==> src/rtl/multiword_add_seq16.sv <==
// multiword_add_seq16: streams wide operands through one 16-bit carry-select
// adder, least-significant beat first, chaining each beat's carry-out into the
// next beat's carry-in. One registered sum beat is produced per input beat.
//
// Handshake (both sides): a beat moves when valid && ready in the same cycle.
// valid must hold its data stable until it is taken. in_ready is
// !out_valid || out_ready: a single output register with pass-through readiness.

// 16-bit carry-select adder: four 4-bit blocks, each computing both carry
// hypotheses in parallel, with the true carry picking the result.
module carry_select_adder16 (
    input  logic [15:0] a,
    input  logic [15:0] b,
    input  logic        cin,
    output logic [15:0] sum,
    output logic        cout
);
    logic [4:0] c;

    assign c[0] = cin;

    for (genvar g = 0; g < 4; g++) begin : g_blk
        logic [4:0] r0;
        logic [4:0] r1;

        // Both carry hypotheses for this block; 4-bit a+b+1 fits in 5 bits.
        assign r0 = {1'b0, a[4*g+3 -: 4]} + {1'b0, b[4*g+3 -: 4]};
        assign r1 = r0 + 5'd1;

        // Incoming carry picks the sum slice and the block carry-out.
        assign sum[4*g+3 -: 4] = c[g] ? r1[3:0] : r0[3:0];
        assign c[g+1]          = c[g] ? r1[4]   : r0[4];
    end

    assign cout = c[4];
endmodule

module multiword_add_seq16 #(
    parameter int WORDS = 4
) (
    input  logic        clk,
    input  logic        rst,
    input  logic        in_valid,
    output logic        in_ready,
    input  logic [15:0] in_a,
    input  logic [15:0] in_b,
    input  logic        in_cin,
    input  logic        in_last,
    output logic        out_valid,
    input  logic        out_ready,
    output logic [15:0] out_sum,
    output logic        out_last,
    output logic        out_cout,
    output logic        out_ovf,
    output logic        len_err
);
    localparam int            CW       = $clog2(WORDS) + 1;
    localparam logic [CW-1:0] LAST_CNT = CW'(WORDS - 1);
    // With a single beat per packet every beat closes on its own, so a
    // missing in_last can never be a length violation.
    localparam logic          MULTI    = (WORDS > 1);

    logic          first;
    logic          carry;
    logic [CW-1:0] cnt;

    logic          accept;
    logic          at_max;
    logic          close;
    logic          forced;
    logic          cin;
    logic [15:0]   sum;
    logic          cout;
    logic          ovf;

    // Output register drains or is empty -> upstream may push this cycle.
    assign in_ready = !out_valid || out_ready;
    assign accept   = in_valid && in_ready;

    // Packet boundary: explicit last beat, or the beat budget is used up.
    assign at_max = (cnt == LAST_CNT);
    assign close  = in_last || at_max;
    assign forced = accept && at_max && !in_last && MULTI;

    // First beat takes the packet carry-in; later beats take the chained carry.
    assign cin = first ? in_cin : carry;

    carry_select_adder16 u_adder (
        .a    (in_a),
        .b    (in_b),
        .cin  (cin),
        .sum  (sum),
        .cout (cout)
    );

    // Signed overflow of the full-width sum, judged on the top beat only.
    assign ovf = (in_a[15] == in_b[15]) && (sum[15] != in_a[15]);

    // Output beat register: load on accept, drop valid on a bare retire.
    always_ff @(posedge clk or posedge rst) begin
        if (rst) begin
            out_valid <= 1'b0;
            out_sum   <= '0;
            out_cout  <= 1'b0;
            out_last  <= 1'b0;
            out_ovf   <= 1'b0;
        end else if (accept) begin
            out_valid <= 1'b1;
            out_sum   <= sum;
            out_cout  <= cout;
            out_last  <= close;
            out_ovf   <= close ? ovf : 1'b0;
        end else if (out_valid && out_ready) begin
            out_valid <= 1'b0;
        end
    end

    // Packet tracking: beat count, chained carry and first-beat flag.
    always_ff @(posedge clk or posedge rst) begin
        if (rst) begin
            first <= 1'b1;
            carry <= 1'b0;
            cnt   <= '0;
        end else if (accept) begin
            if (close) begin
                first <= 1'b1;
                carry <= 1'b0;
                cnt   <= '0;
            end else begin
                first <= 1'b0;
                carry <= cout;
                cnt   <= cnt + CW'(1);
            end
        end
    end

    // Sticky length-violation flag; only reset clears it.
    always_ff @(posedge clk or posedge rst) begin
        if (rst) begin
            len_err <= 1'b0;
        end else if (forced) begin
            len_err <= 1'b1;
        end
    end
endmodule

==> config.mk <==
export PLATFORM = sky130hd
export DESIGN_NAME = multiword_add_seq16
export DESIGN_NICKNAME = d
export VERILOG_FILES = /design/src/rtl/multiword_add_seq16.sv
export SDC_FILE = /design/constraint.sdc
export NUM_CORES = 1
export LEC_CHECK = 0
export ABC_CLOCK_PERIOD_IN_PS = 3600
export BUFFER_PORTS_ARGS = -buffer_cell sky130_fd_sc_hd__buf_2
export CAP_MARGIN = 20
export CORE_MARGIN = 5
export CORE_UTILIZATION = 52
export DETAILED_ROUTE_END_ITERATION = 10
export PLACE_DENSITY_LB_ADDON = 0.15
export SYNTH_ARGS = -nofsm -noshare
export SYNTH_HDL_FRONTEND = slang
export SYNTH_SLANG_ARGS = --single-unit
==> constraint.sdc <==
create_clock -name clk -period 3.6 [get_ports clk]
set_input_delay 0.18 -clock clk [delete_from_list [all_inputs] [get_ports clk]]
set_output_delay 0.18 -clock clk [all_outputs]
set_load 0.03 [all_outputs]
* Yosys cells after proc, flatten, opt, wreduce, memory -nomap -nowiden
Cells that the tools add are included.
** Word-level totals
- Output and inout bits :: 22
- Register bits :: 26
- ROM bits :: 0
- Latch bits :: 0
- Memories kept :: 0
- Bits in writable memories :: 0
- Bits of input ports :: 38
** Operators by class
- Div/mod/pow operators :: 0
- Muxes and demuxes :: 15
- $mul :: 0
- Bitwise operators :: 0
- Shift-type cells :: 0
- Add/sub/neg operators :: 9
- Eq/ne operators :: 3
- Order comparisons :: 0
- Reductions and logical operators :: 10
** Operator list (number)
- adder 4 x 4 -> 5 bit :: 4
- adder 5 x 1 -> 5 bit, second input constant :: 4
- 2-to-1 mux 4 bit :: 4
- 2-to-1 mux 1 bit :: 10
- logical AND 1 bit :: 5
- adder 3 x 1 -> 3 bit, second input constant :: 1
- equality test 3 x 2 -> 1 bit, second input constant :: 1
- 2-to-1 mux 3 bit :: 1
- logical NOT 1 bit :: 2
- logical OR 1 bit :: 2
- nonzero test 2 bit :: 1
- equality test 1 bit :: 1
- != test 1 bit :: 1

* Longest topological paths before layout
- Depth after elaboration :: 9
- Gate-level depth with buffers :: 12
- Gate-level depth less buffers :: 12

* By module
From an unflattened synthesis, not the netlist that was laid out.
** Unflattened totals
- Cells, all modules :: 183
- Area, all modules :: 2070.7 µm²
** Modules (own cells, without submodules)
- multiword_add_seq16 :: seq. area each 651.9 µm², instances 1, area each 1138.6 µm², cells an instance 75
- carry_select_adder16 :: seq. area each 0.0 µm², instances 1, area each 932.1 µm², cells an instance 108

* Worst setup path after synthesis
Ideal clock, no wire load.
- Kind :: input to register
- From :: input in_a[0]
- To :: register out_sum[14]
- Arrival time :: 2.992 ns
- Buffers on the path :: 0
- Stages on the path :: 12
- Path slack :: 0.539 ns
- Cell sequence :: ha_1 > inv_1 > fa_1 > inv_1 > ha_1 > or3b_4 > o311a_4 > nor4_4 > mux2_4 > xor2_4 > a211o_1 > nand3_1
** On the way
- Word-level cells in the longest chain between the ends :: 6
** RTL lines
- start, declared :: RTL line 45 : input logic [15:0] in_a,
- adder 4 x 4 -> 5 bit * :: RTL line 27 : assign r0 = {1'b0, a[4*g+3 -: 4]} + {1'b0, b[4*g+3 -: 4]};
- adder 5 x 1 -> 5 bit :: RTL line 28 : assign r1 = r0 + 5'd1;
- 2-to-1 mux 1 bit * (3 in a row) :: RTL line 32 : assign c[g+1] = c[g] ? r1[4] : r0[4];
- 2-to-1 mux 4 bit * :: RTL line 31 : assign sum[4*g+3 -: 4] = c[g] ? r1[3:0] : r0[3:0];
- end signal, assigned :: RTL line 109 : out_sum <= sum;
- end, declared :: RTL line 51 : output logic [15:0] out_sum,
Mark *: on every way between the ends. The rest lies on a longest branch, timed or not.
A chain may end at the register's enable or synchronous reset.

* Worst setup path in the final report
- From :: input in_a[0]
- To :: register out_cout
** On the way
- Word-level cells in the longest chain between the ends :: 6
** RTL lines
- adder 4 x 4 -> 5 bit * :: RTL line 27
- adder 5 x 1 -> 5 bit :: RTL line 28
- 2-to-1 mux 1 bit * (4 in a row) :: RTL line 32
- end signal, assigned :: RTL line 110 : out_cout <= cout;
- end, declared :: RTL line 53 : output logic out_cout,
Marked as above.

==> summary.md <==
| Metric | Value |
|---|---|
| Status | finished, final reports clean |
| Drt total wl | 3770 um |
| Via count | approximately 1600 |
| GRT Overall Usage | 0.154 |
| Die area | 5080 um^2 |
| Post-CTS setup buffer count | 0 |
| Worst Skew | 5.46 ps |
| Synth warn | 0 |
| N_diodes | 0 |
| Iteration count of the initial detailed-routing pass | 4 |
| Post-synth ARST share | 1.00 |
| Placed cell areas | about 2300 um^2 |
| Cells taking the most area after synthesis | dfrtp_1, ha_1, nand2_1 |
| Maximum vdd drop | 0.000166 V |
| Fin area | around 2400 um^2 |
| Clock Pin Slew Worst Setup and Hold Paths | approximately 90 ps |
| Layout cells sized above 1 | 0.287 |
| Max_slew headroom | 0.617 |
| Crit-path max FO | 6 |
| Total power density per cell area | 453 nW/um^2 |
| Post-Syn Nets | ~270 |
| # Max-Cap Violations | 0 |
| Pins over their slew limit | 0 |
| Cell Chain, Critical Path | buf_2, ha_1, inv_1, fa_1, inv_1, ha_1, or3b_4, o311a_4, nor4_4, mux2_4, xor2_4, and3_1, o31ai_1 |
| Filler cells | 336 |
| Grt total ovfl | 0 |
| Initial antenna violation count | 0 |
| Root Buffer | clkbuf_8 |
| Worst path arrival time | between 3000 and 4000 ps |
| CP Launch Type | primary input |
| Setup TNS | 0 ps |
| Fin. Hold Viols | 0 |
| Routability Congestion | 0.768 |
| Crit path required time | ~3800 ps |
| Die Height | 71.3 um |
| Synth cell types | 39 |
| Layout Area Growth over Synthesis | 23.8% |
| Slowest stage cell, crit path | fa_1 |
| Port bufs | 59 |
| Crit path capture type | flop |
| Worst-Margin Slew | 573 ps |
| Core Region | between 3000 and 4000 um^2 |
| Cts bufs inserted | 3 |
| CTS tree | built |
| Commonest non-fill, non-tap cells in the layout | buf_2, nand2_1, dfrtp_1 |
| Max Root-Sink Buffers | 2 |
| Cell count after synthesis | just over 200 |
| Antenna-violating nets left | 0 |
| Htree depth | 1 |
| Final net count | between 300 and 400 |
| Fmax | roughly 330 MHz |
| Register area share after synthesis | 0.334 |
| Detail Placement HPWL | 3080 um |
| Post-Syn Area | 1950 um^2 |
| Final min period | 3050 ps |
| Mapped Avg Cell Area | 9.62 um^2 |
| Yosys reg bits | 26 |
| Clock sinks | 26 |
| Row Count | 22 |
| Largest net degree at the start of global routing | 38 |
| Lkg Pwr | between 1 and 1.5 nW |
| IO Pins | 60 |
| RSZ-0062 raised after global routing | no |
| Post-synth EDFFs | 0 |
| Hold Path Class | primary input to flop |
| Setup violations, final | 0 |
| Post-route DRC | 0 |
| Initial Util | 0.533 |
| DRT iter0 DRCs | 53 |
| Clock insertion delay at the later pin of the skew report | 270 ps |
| Vias in the first global route | 1569 |
| Top_reg_cell synth | dfrtp_1 |
| First-pass GRT wire length | 6510 um |
| Most common cell after layout, fill and taps aside | buf_2 |
| CP peak stage delay | 450 ps |
| Top cell type's share of synthesized area | 0.320 |
| Via-per-instance ratio | 5.12 |
| WS Path Type | primary input to flop |
| Die Width | approximately 71 um |
| Fin crit share | 0.848 |
| Synth area leader | dfrtp_1 |
| Avg WL per Cell | 12.0 um |
==> layout make-up <==
type / instances / area (um^2) / area share
clock buffers: 3 / 41.3 / 0.0171
clock inverters: 1 / 30.0 / 0.0124
inverters: 18 / 67.6 / 0.0280
multi-input cells: 155 / 1220 / 0.504
flip-flops and latches: 26 / 652 / 0.270
well taps: 48 / 60.1 / 0.0248
repair buffers: 62 / 348 / 0.144
==> report_power, final <==
group | total (W) | internal, W | switching (W)
registers | 0.000391 | 0.000356 | 0.0000348
clock network | 0.000243 | 0.000149 | 0.0000942
logic | 0.000461 | 0.000172 | 0.000289
total | 0.00109 | 0.000677 | 0.000418
==> what timing repair did <==
action,CTS,global route
hold endpoints to repair,0,6
resized for setup,0,0
hold buffers,0,1
==> registers in the layout, indices dropped and copies added, names as in the netlist <==
signal	flops
carry	1
cnt	3
out_ovf	1
out_cout	1
out_sum	16
out_valid	1
len_err	1
first	1
out_last	1
==> metal layers <==
layer,global-route usage,vias to the layer above,part of all wire
li1,-,827,-
met5,0,-,0
met2,0.270,35,0.49
met3,0.0182,4,0.051
met1,0.194,737,0.45
met4,0.0564,0,0.013
==> synth_stat cells (all sizes together), types with 2 or more instances <==
| library cell | n |
|---|---|
| xor2 | 10 |
| a21oi | 8 |
| nor2 | 6 |
| nor2b | 3 |
| nand2b | 7 |
| and3 | 3 |
| nand4 | 4 |
| o21a | 2 |
| o31ai | 2 |
| nand2 | 27 |
| dfrtp | 25 |
| ha | 22 |
| a21o | 4 |
| xnor2 | 11 |
| inv | 18 |
| nand3 | 4 |
| clkbuf | 4 |
| mux2i | 4 |
| fa | 4 |
| o21ai | 20 |
==> cells by family (layout without fill, tap and decap cells) <==
kind of cell             after synthesis  count (layout)  share of synthesized area
AND/OR/NAND/NOR                       60              60                      0.161
AO/OA/AOI/OAI                         43              43                      0.147
adder cells (fa/ha/maj)               26              26                      0.182
flip-flops                            26              26                      0.334
buffers and inverters                 22              84                     0.0423
XOR/XNOR                              21              21                      0.104
multiplexers                           5               5                     0.0301
==> worst max-delay path: cells and delay by family <==
kind | cells | cell delay, ps
compound gates | 2 | 530
xor+xnor | 1 | 180
fa+ha+maj | 3 | 800
buf+inv | 3 | 250
mux | 1 | 380
simple gates | 3 | 920
==> worst paths after layout <==
path | from | end | slack (ps) | cells after the start
min reg2reg | len_err | len_err | 480 | 1
max in group asynchronous | rst | first | 2700 | 4
min in group asynchronous | rst | out_sum[0] | 400 | 3
min | in_valid | out_valid | 130 | 2
max | in_a[0] | out_cout | 550 | 13
max reg2reg | first | out_cout | 740 | 8
==> through the flow <==
stage	util	hold WS, ps	total power [W]	worst slack (ps)	cells
floorplan	-	219	0.000727	539	203
global placement	0.626	405	0.000847	305	306
detailed placement	0.626	405	0.000857	227	306
CTS	0.646	122	0.00110	519	310
global route	0.660	134	0.00117	373	313
finish	0.660	128	0.00109	549	313
Note: power is estimated with default switching activity, not from simulation.
